===== src/rtl/router_pkg.sv =====
`default_nettype none
// +----------------------------------------------------------------------+
// | Module  : router_pkg                                                 |
// | Brief   : Shared constants and FSM state type for the 3-port router. |
// | Revision: 1.0                                                        |
// +----------------------------------------------------------------------+
package router_pkg;

    localparam int c_FIFO_DEPTH = 8;
    localparam int c_DATA_W     = 3;
    localparam int c_PTR_W      = 3;
    localparam int c_CNT_W      = 4;
    localparam int c_TIMEOUT    = 30;
    localparam int c_TMR_W      = 5;
    localparam int c_NUM_PORTS  = 3;

    typedef enum logic [2:0] {
        S_DECODE       = 3'd0,
        S_LOAD_DATA    = 3'd1,
        S_WAIT_EMPTY   = 3'd2,
        S_CHECK_PARITY = 3'd3,
        S_DROP         = 3'd4
    } state_t;

endpackage
`default_nettype wire


===== src/rtl/router_fifo.sv =====
`default_nettype none
// +----------------------------------------------------------------------+
// | Module  : router_fifo                                                |
// | Brief   : 8x3 output FIFO with registered read port and idle flush.  |
// | Revision: 1.0                                                        |
// +----------------------------------------------------------------------+
module router_fifo
    import router_pkg::*;
(
    input  logic                clk,
    input  logic                rst,
    input  logic                i_wr_en,
    input  logic [c_DATA_W-1:0] i_wr_data,
    input  logic                i_rd_en,
    output logic [c_DATA_W-1:0] o_data,
    output logic                o_vld,
    output logic                o_full
);

    logic [c_DATA_W-1:0] r_mem [c_FIFO_DEPTH];
    logic [c_PTR_W-1:0]  r_wr_ptr;
    logic [c_PTR_W-1:0]  r_rd_ptr;
    logic [c_CNT_W-1:0]  r_count;
    logic [c_TMR_W-1:0]  r_timer;
    logic                w_empty;
    logic                w_do_wr;
    logic                w_do_rd;
    logic                w_flush;

    assign w_empty = (r_count == '0);
    assign o_full  = (r_count == c_CNT_W'(c_FIFO_DEPTH));
    assign o_vld   = !w_empty;
    assign w_do_rd = i_rd_en && !w_empty;
    assign w_do_wr = i_wr_en && !o_full;
    // Flush on the 30th consecutive unread cycle; a flush never coincides with a read.
    assign w_flush = !w_empty && !i_rd_en && (r_timer == c_TMR_W'(c_TIMEOUT - 1));

    always_ff @(posedge clk) begin
        if (w_do_wr) begin
            r_mem[r_wr_ptr] <= i_wr_data;
        end
    end

    always_ff @(posedge clk) begin
        if (rst) begin
            r_wr_ptr <= '0;
            r_rd_ptr <= '0;
            r_count  <= '0;
            r_timer  <= '0;
            o_data   <= '0;
        end else begin
            if (w_do_rd) begin
                o_data <= r_mem[r_rd_ptr];
            end
            if (w_flush) begin
                r_wr_ptr <= '0;
                r_rd_ptr <= '0;
                r_count  <= '0;
                r_timer  <= '0;
            end else begin
                if (w_do_wr) begin
                    r_wr_ptr <= r_wr_ptr + 1'b1;
                end
                if (w_do_rd) begin
                    r_rd_ptr <= r_rd_ptr + 1'b1;
                end
                case ({w_do_wr, w_do_rd})
                    2'b10:   r_count <= r_count + 1'b1;
                    2'b01:   r_count <= r_count - 1'b1;
                    default: r_count <= r_count;
                endcase
                if (w_empty || i_rd_en) begin
                    r_timer <= '0;
                end else begin
                    r_timer <= r_timer + 1'b1;
                end
            end
        end
    end

endmodule
`default_nettype wire


===== src/rtl/tt_um_router.sv =====
`default_nettype none
// +----------------------------------------------------------------------+
// | Module  : tt_um_router                                               |
// | Brief   : 1-to-3 packet router with parity check and per-port FIFOs. |
// | Revision: 1.0                                                        |
// +----------------------------------------------------------------------+
module tt_um_router
    import router_pkg::*;
(
    input  logic       clk,
    input  logic       rst_n,
    input  logic       ena,
    input  logic [7:0] ui_in,
    output logic [7:0] uo_out,
    input  logic [7:0] uio_in,
    output logic [7:0] uio_out,
    output logic [7:0] uio_oe
);

    // Despite its name, rst_n is an active-high synchronous reset.
    logic rst;
    assign rst = rst_n;

    logic                    w_unused;
    logic [c_DATA_W-1:0]     w_data_in;
    logic                    w_pkt_valid;
    logic [c_NUM_PORTS-1:0]  w_rd_en;
    logic [c_NUM_PORTS-1:0]  w_wr_en;
    logic [c_NUM_PORTS-1:0]  w_fifo_vld;
    logic [c_NUM_PORTS-1:0]  w_fifo_full;
    logic [c_DATA_W-1:0]     w_fifo_data [c_NUM_PORTS];
    logic [3:0]              w_vld4;
    logic [3:0]              w_full4;

    state_t                  r_state;
    state_t                  w_next;
    logic [1:0]              r_addr;
    logic [c_DATA_W-1:0]     r_parity;
    logic                    r_par_bad;
    logic                    r_err;
    logic                    w_wr_any;
    logic [1:0]              w_wr_sel;
    logic                    w_accept_hdr;
    logic                    w_load;
    logic                    w_last;
    logic                    w_chk;
    logic                    w_busy;

    assign w_unused    = ^{ena, uio_in, ui_in[7]};
    assign w_data_in   = ui_in[2:0];
    assign w_pkt_valid = ui_in[3];
    assign w_rd_en     = ui_in[6:4];
    // Pad to four entries so address 3 indexes a harmless constant.
    assign w_vld4      = {1'b0, w_fifo_vld};
    assign w_full4     = {1'b0, w_fifo_full};
    assign w_wr_en     = w_wr_any ? c_NUM_PORTS'(3'b001 << w_wr_sel) : '0;

    for (genvar i = 0; i < c_NUM_PORTS; i++) begin : g_fifo
        router_fifo u_fifo (
            .clk       (clk),
            .rst       (rst),
            .i_wr_en   (w_wr_en[i]),
            .i_wr_data (w_data_in),
            .i_rd_en   (w_rd_en[i]),
            .o_data    (w_fifo_data[i]),
            .o_vld     (w_fifo_vld[i]),
            .o_full    (w_fifo_full[i])
        );
    end

    always_ff @(posedge clk) begin
        if (rst) begin
            r_state <= S_DECODE;
        end else begin
            r_state <= w_next;
        end
    end

    always_comb begin
        w_next       = r_state;
        w_wr_any     = 1'b0;
        w_wr_sel     = r_addr;
        w_accept_hdr = 1'b0;
        w_load       = 1'b0;
        w_last       = 1'b0;
        w_chk        = 1'b0;
        w_busy       = 1'b0;
        case (r_state)
            S_DECODE: begin
                if (w_pkt_valid) begin
                    if (w_data_in[1:0] == 2'd3) begin
                        w_next = S_DROP;
                    end else if (!w_vld4[w_data_in[1:0]]) begin
                        w_wr_any     = 1'b1;
                        w_wr_sel     = w_data_in[1:0];
                        w_accept_hdr = 1'b1;
                        w_next       = S_LOAD_DATA;
                    end else begin
                        w_next = S_WAIT_EMPTY;
                    end
                end
            end
            S_LOAD_DATA: begin
                if (w_full4[r_addr]) begin
                    w_busy = 1'b1;
                end else begin
                    w_wr_any = 1'b1;
                    if (w_pkt_valid) begin
                        w_load = 1'b1;
                    end else begin
                        w_last = 1'b1;
                        w_next = S_CHECK_PARITY;
                    end
                end
            end
            S_WAIT_EMPTY: begin
                w_busy = 1'b1;
                if (!w_vld4[r_addr]) begin
                    w_next = S_DECODE;
                end
            end
            S_CHECK_PARITY: begin
                w_busy = 1'b1;
                w_chk  = 1'b1;
                w_next = S_DECODE;
            end
            S_DROP: begin
                if (!w_pkt_valid) begin
                    w_next = S_DECODE;
                end
            end
            default: w_next = S_DECODE;
        endcase
    end

    always_ff @(posedge clk) begin
        if (rst) begin
            r_addr    <= '0;
            r_parity  <= '0;
            r_par_bad <= 1'b0;
            r_err     <= 1'b0;
        end else begin
            if (r_state == S_DECODE && w_pkt_valid) begin
                r_addr <= w_data_in[1:0];
            end
            if (w_accept_hdr) begin
                r_parity <= w_data_in;
                r_err    <= 1'b0;
            end
            if (w_load) begin
                r_parity <= r_parity ^ w_data_in;
            end
            if (w_last) begin
                r_par_bad <= (w_data_in != r_parity);
            end
            if (w_chk) begin
                r_err <= r_par_bad;
            end
        end
    end

    assign uo_out  = {w_fifo_vld[1], w_fifo_vld[0], w_fifo_data[1], w_fifo_data[0]};
    assign uio_out = {2'b00, w_busy, r_err, w_fifo_vld[2], w_fifo_data[2]};
    assign uio_oe  = 8'b0011_1111;

endmodule
`default_nettype wire


===== config.mk =====
export PLATFORM = sky130hd
export DESIGN_NAME = tt_um_router
export DESIGN_NICKNAME = d
export VERILOG_FILES = /design/src/rtl/router_pkg.sv /design/src/rtl/router_fifo.sv /design/src/rtl/tt_um_router.sv
export SDC_FILE = /design/constraint.sdc
export NUM_CORES = 1
export LEC_CHECK = 0
export CAP_MARGIN = 10
export CORE_ASPECT_RATIO = 0.5
export CORE_MARGIN = 2
export CORE_UTILIZATION = 30
export CTS_CLUSTER_DIAMETER = 80
export DETAILED_ROUTE_END_ITERATION = 12
export PLACE_DENSITY_LB_ADDON = 0.25
export SLEW_MARGIN = 10
export SYNTH_ARGS = -nofsm -noshare
export SYNTH_HDL_FRONTEND = slang
export SYNTH_SLANG_ARGS = --single-unit

===== constraint.sdc =====
create_clock -name clk -period 3.47 [get_ports clk]
set_clock_uncertainty 0.1 [all_clocks]
set_input_delay 0.347 -clock clk [delete_from_list [all_inputs] [get_ports clk]]
set_output_delay 0.347 -clock clk [all_outputs]
set_load 0.005 [all_outputs]

==> results.md <==
* Outcome: finished clean
* Die area at ~0.022 mm^2
* Slowest stage delay, CP at 0.48 ns
* Switching power at between 1.5 and 2 mW
* Synth warnings at 0
* Synth area leader: edfxtp_1
* Site row count at 37
* Share of cells above drive strength 1 at 0.175
* Worst Hold Class: flop to flop
* Netlist Area Pre-Place at approximately 0.0063 mm^2
* DRT Wirelength at ~13000 um
* Routed Antenna Nets at 0
* MaxCap Viol Count at 0
* Lkg Pwr at between 2 and 3 nW
* WP data arrival at 3.36 ns
* Unrepaired setup endpoints after global routing: false
* Sw Ratio at 0.316
* Htree depth at 4
* Nature of the critical path startpoint: flop
* Root Driver: clkbuf_16
* IO buf count at 22
* Yosys top cell area share at 0.344
* Initial core utilization at 0.306
* Fin nets at approximately 600
* Area growth syn-to-layout at 18.7%
* Worst Tran Pin Value at 0.699 ns
* Seq cells post-synth at roughly 140
* Clock sink count at about 140
* Final hold violation count at 0
* Clk Latency, worst-skew pair at just over 0.4 ns
* Async SR Flop Fraction at 0
* Initial DRC count at 163
* Clk buf depth at 2
* Worst VDD drop at 0.334 mV
* CP cell instances: nor4_1, inv_1, mux2i_4, a22o_2, nand2_1, ha_1, xor2_1, ha_1, a21oi_1, xor2_1, or3_1, a21oi_1
* Tot GR Track Use at 0.119
* Core area at a little over 0.02 mm^2
* GRT overflow at 0
* Vias in the first global route at between 3000 and 4000
* GP Congestion at between 0.7 and 0.8
* Worst path required time at 3.71 ns
* Post-DR vias/cell at approximately 4.7
* Critical path's slowest cell: nor4_1
* Synth unique cells at 63
* Ports at 43
* WL/cell at between 10 and 15 um
* Die W at approximately 210 um
* Register Area at approximately 0.0034 mm^2
* Primary FF master, synth: edfxtp_1
* Post-cts resize count at 0
* Period utilisation layout at 0.900
* Logic pwr share at 0.253
* Synth area leaders: edfxtp_1, dfxtp_1, mux4_2, ha_1, nor2_1
* Clock-pin slew on the worst setup and hold paths at 0.07 ns
* Seq/Total Area, Yosys at 0.548
* Avg Cell Area, Syn at between 10 and 15 um^2
* Final instance count without filler cells at around 850
* DP Cell Count at approximately 800
* Minimum clock period at around 3.1 ns
* Largest net degree at the start of global routing at 25
* Clock Power Share at 0.345
* Family with the most delay on the worst path: simple AND/OR/NAND/NOR gates
* N_diodes at 0
* Area of the multi-input gates at approximately 0.0026 mm^2
* EDFF count, synth at a little over 70
* Die Y at ~110 um
* # Post-CTS Setup Buffers at 0
* CP Capture Type: flop
* Final setup fails at 0
* Max Clock Freq at ~320 MHz
* DRC viols at 0
* Post-DP HPWL at between 9000 and 10000 um
* Worst-path maximum fanout at 8
* TritonRoute pass-1 iters at 4
* Util after Layout at 0.363
* Hold_buf cts at 0
* Seq pwr share at 0.402
* Worst Path Buf+Inv at 1
* WS Path Type: flop to flop
* PD cells at between 600 and 700 mW/mm^2
* Initial antenna violation count at 0
* Min Hold Slack at 0.366 ns
* CTS Buf Count at 17
* Post-route setup TNS at 0 ns
* Via count of the routed design at approximately 4000
* CTS tree: built
* Cell internal pwr at about 3.4 mW
* Final Slew Violations at 0
* Fill cells at 1996
* First-pass GRT wire length at 20400 um
* Gate count of the mapped netlist at ~530
* Relative slew slack at 0.533
-- layout by cell type (no fill, tap or decap), types with 7 or more instances in the layout --
cell type        instances
clkdlybuf4s50_1         22
nor3_1                  15
a211oi_1                 9
clkbuf_16               17
xnor2_1                 11
xor2_1                  18
edfxtp_1                72
nor2b_1                  7
mux2i_1                 18
inv_1                   12
conb_1                  10
ha_1                    21
nor3b_1                  9
nand2_1                 18
a21oi_1                 24
nand3_1                 15
nor2_1                  55
o21ai_0                 19
buf_4                   33
mux4_2                  18
dfxtp_1                 64
-- registers in the layout (all words and copies together), names as in the netlist --
register,cells
r_parity,3
g_fifo.u_fifo.r_rd_ptr,9
g_fifo.u_fifo.o_data,9
r_state,3
g_fifo.u_fifo.r_wr_ptr,9
r_par_bad,1
r_addr,2
g_fifo.u_fifo.r_mem,72
g_fifo.u_fifo.r_count,12
g_fifo.u_fifo.r_timer,15
r_err,1
-- metrics by stage --
step                      cell area (um^2)  setup WS (ns)  power [mW]
after CTS                             7460          0.297        5.07
after global routing                  7460         0.0851        5.29
after global placement                6880          0.124        3.31
after detailed placement              6880         0.0837        3.33
after floorplan                       6310          0.510        2.92
final                                 7460          0.345        5.02
-- per-layer routing --
metal | track usage | vias up | routed length (um)
li1 | - | 1984 | -
met1 | 0.162 | 1940 | 6460
met2 | 0.189 | 51 | 5680
met3 | 0.0266 | 9 | 380
met4 | 0.0398 | 0 | 126
met5 | 0 | - | 0
-- worst reg2reg max path, stage by stage (launching register included) --
cell     delay, ns
dfxtp_1       0.38
nor4_1        0.48
inv_1         0.24
mux2i_4       0.25
a22o_2        0.25
nand2_1       0.09
ha_1          0.24
xor2_1        0.16
ha_1          0.20
a21oi_1       0.14
xor2_1        0.09
or3_1         0.31
a21oi_1       0.14
-- cell type report --
| class | instances | share of cell area |
|---|---|---|
| clock buffers | 17 | 0.0571 |
| well taps | 273 | 0.0458 |
| inverters | 13 | 0.00654 |
| repair buffers | 55 | 0.0628 |
| flip-flops and latches | 136 | 0.462 |
| clock inverters | 15 | 0.0205 |
| multi-input cells | 340 | 0.346 |
-- kinds of logic after synthesis --
kind of cell / count (synthesis) / synth area share
other: 2 / 0.00120
XOR/XNOR: 29 / 0.0404
AND/OR/NAND/NOR: 164 / 0.142
flip-flops: 136 / 0.548
multiplexers: 38 / 0.100
adder cells (fa/ha/maj): 21 / 0.0418
AO/OA/AOI/OAI: 78 / 0.0795
buffers and inverters: 57 / 0.0464
-- power by group through the flow --
stage          clock network (mW)  registers, mW  logic [mW]
3_3_place_gp                    0           2.05        1.26
2_1_floorplan                   0           1.95       0.971
4_1_cts                      1.77           2.02        1.28
3_5_place_dp                    0           2.05        1.28
5_1_grt                      1.84           2.05        1.41
6_report                     1.73           2.02        1.27
-- Yosys cell counts (2+ instances only) --
library cell  instances
mux2i_1              18
o22ai_1               2
xor2_1               18
nand3_1              15
a211oi_1              9
mux4_2               18
buf_2                 2
o31ai_1               2
nand4_1               2
or3_1                 4
nand2b_1              3
buf_6                 2
or4_1                 2
a21oi_1              24
nor2b_1               7
xnor2_1              11
nand3b_1              4
and3b_1               3
o21ai_0              19
nor4_1                6
and2_1                4
nor4b_1               4
nor3_1               15
nor2_1               55
buf_4                16
nor3b_1               9
inv_1                12
nand2_1              18
conb_1                2
a21o_1                5
and4_1                4
ha_1                 21
mux2i_4               2
buf_1                 6
or3b_2                2
edfxtp_1             72
dfxtp_1              64
clkbuf_1             18
-- path summary, 6_finish.rpt --
| path | from | depth (start not counted) | slack, ns | to |
|---|---|---|---|---|
| min reg2reg | g_fifo[1].u_fifo.r_timer[0]$_SDFF_PP0_ | 1 | 0.37 | g_fifo[1].u_fifo.r_timer[0]$_SDFF_PP0_ |
| max | g_fifo[2].u_fifo.r_count[1]$_SDFFE_PP0P_ | 12 | 0.35 | g_fifo[2].u_fifo.r_count[2]$_SDFFE_PP0P_ |
| max reg2reg | g_fifo[2].u_fifo.r_count[1]$_SDFFE_PP0P_ | 12 | 0.35 | g_fifo[2].u_fifo.r_count[2]$_SDFFE_PP0P_ |
| min | g_fifo[1].u_fifo.r_timer[0]$_SDFF_PP0_ | 1 | 0.37 | g_fifo[1].u_fifo.r_timer[0]$_SDFF_PP0_ |
Note: power is estimated with default switching activity, not from simulation.
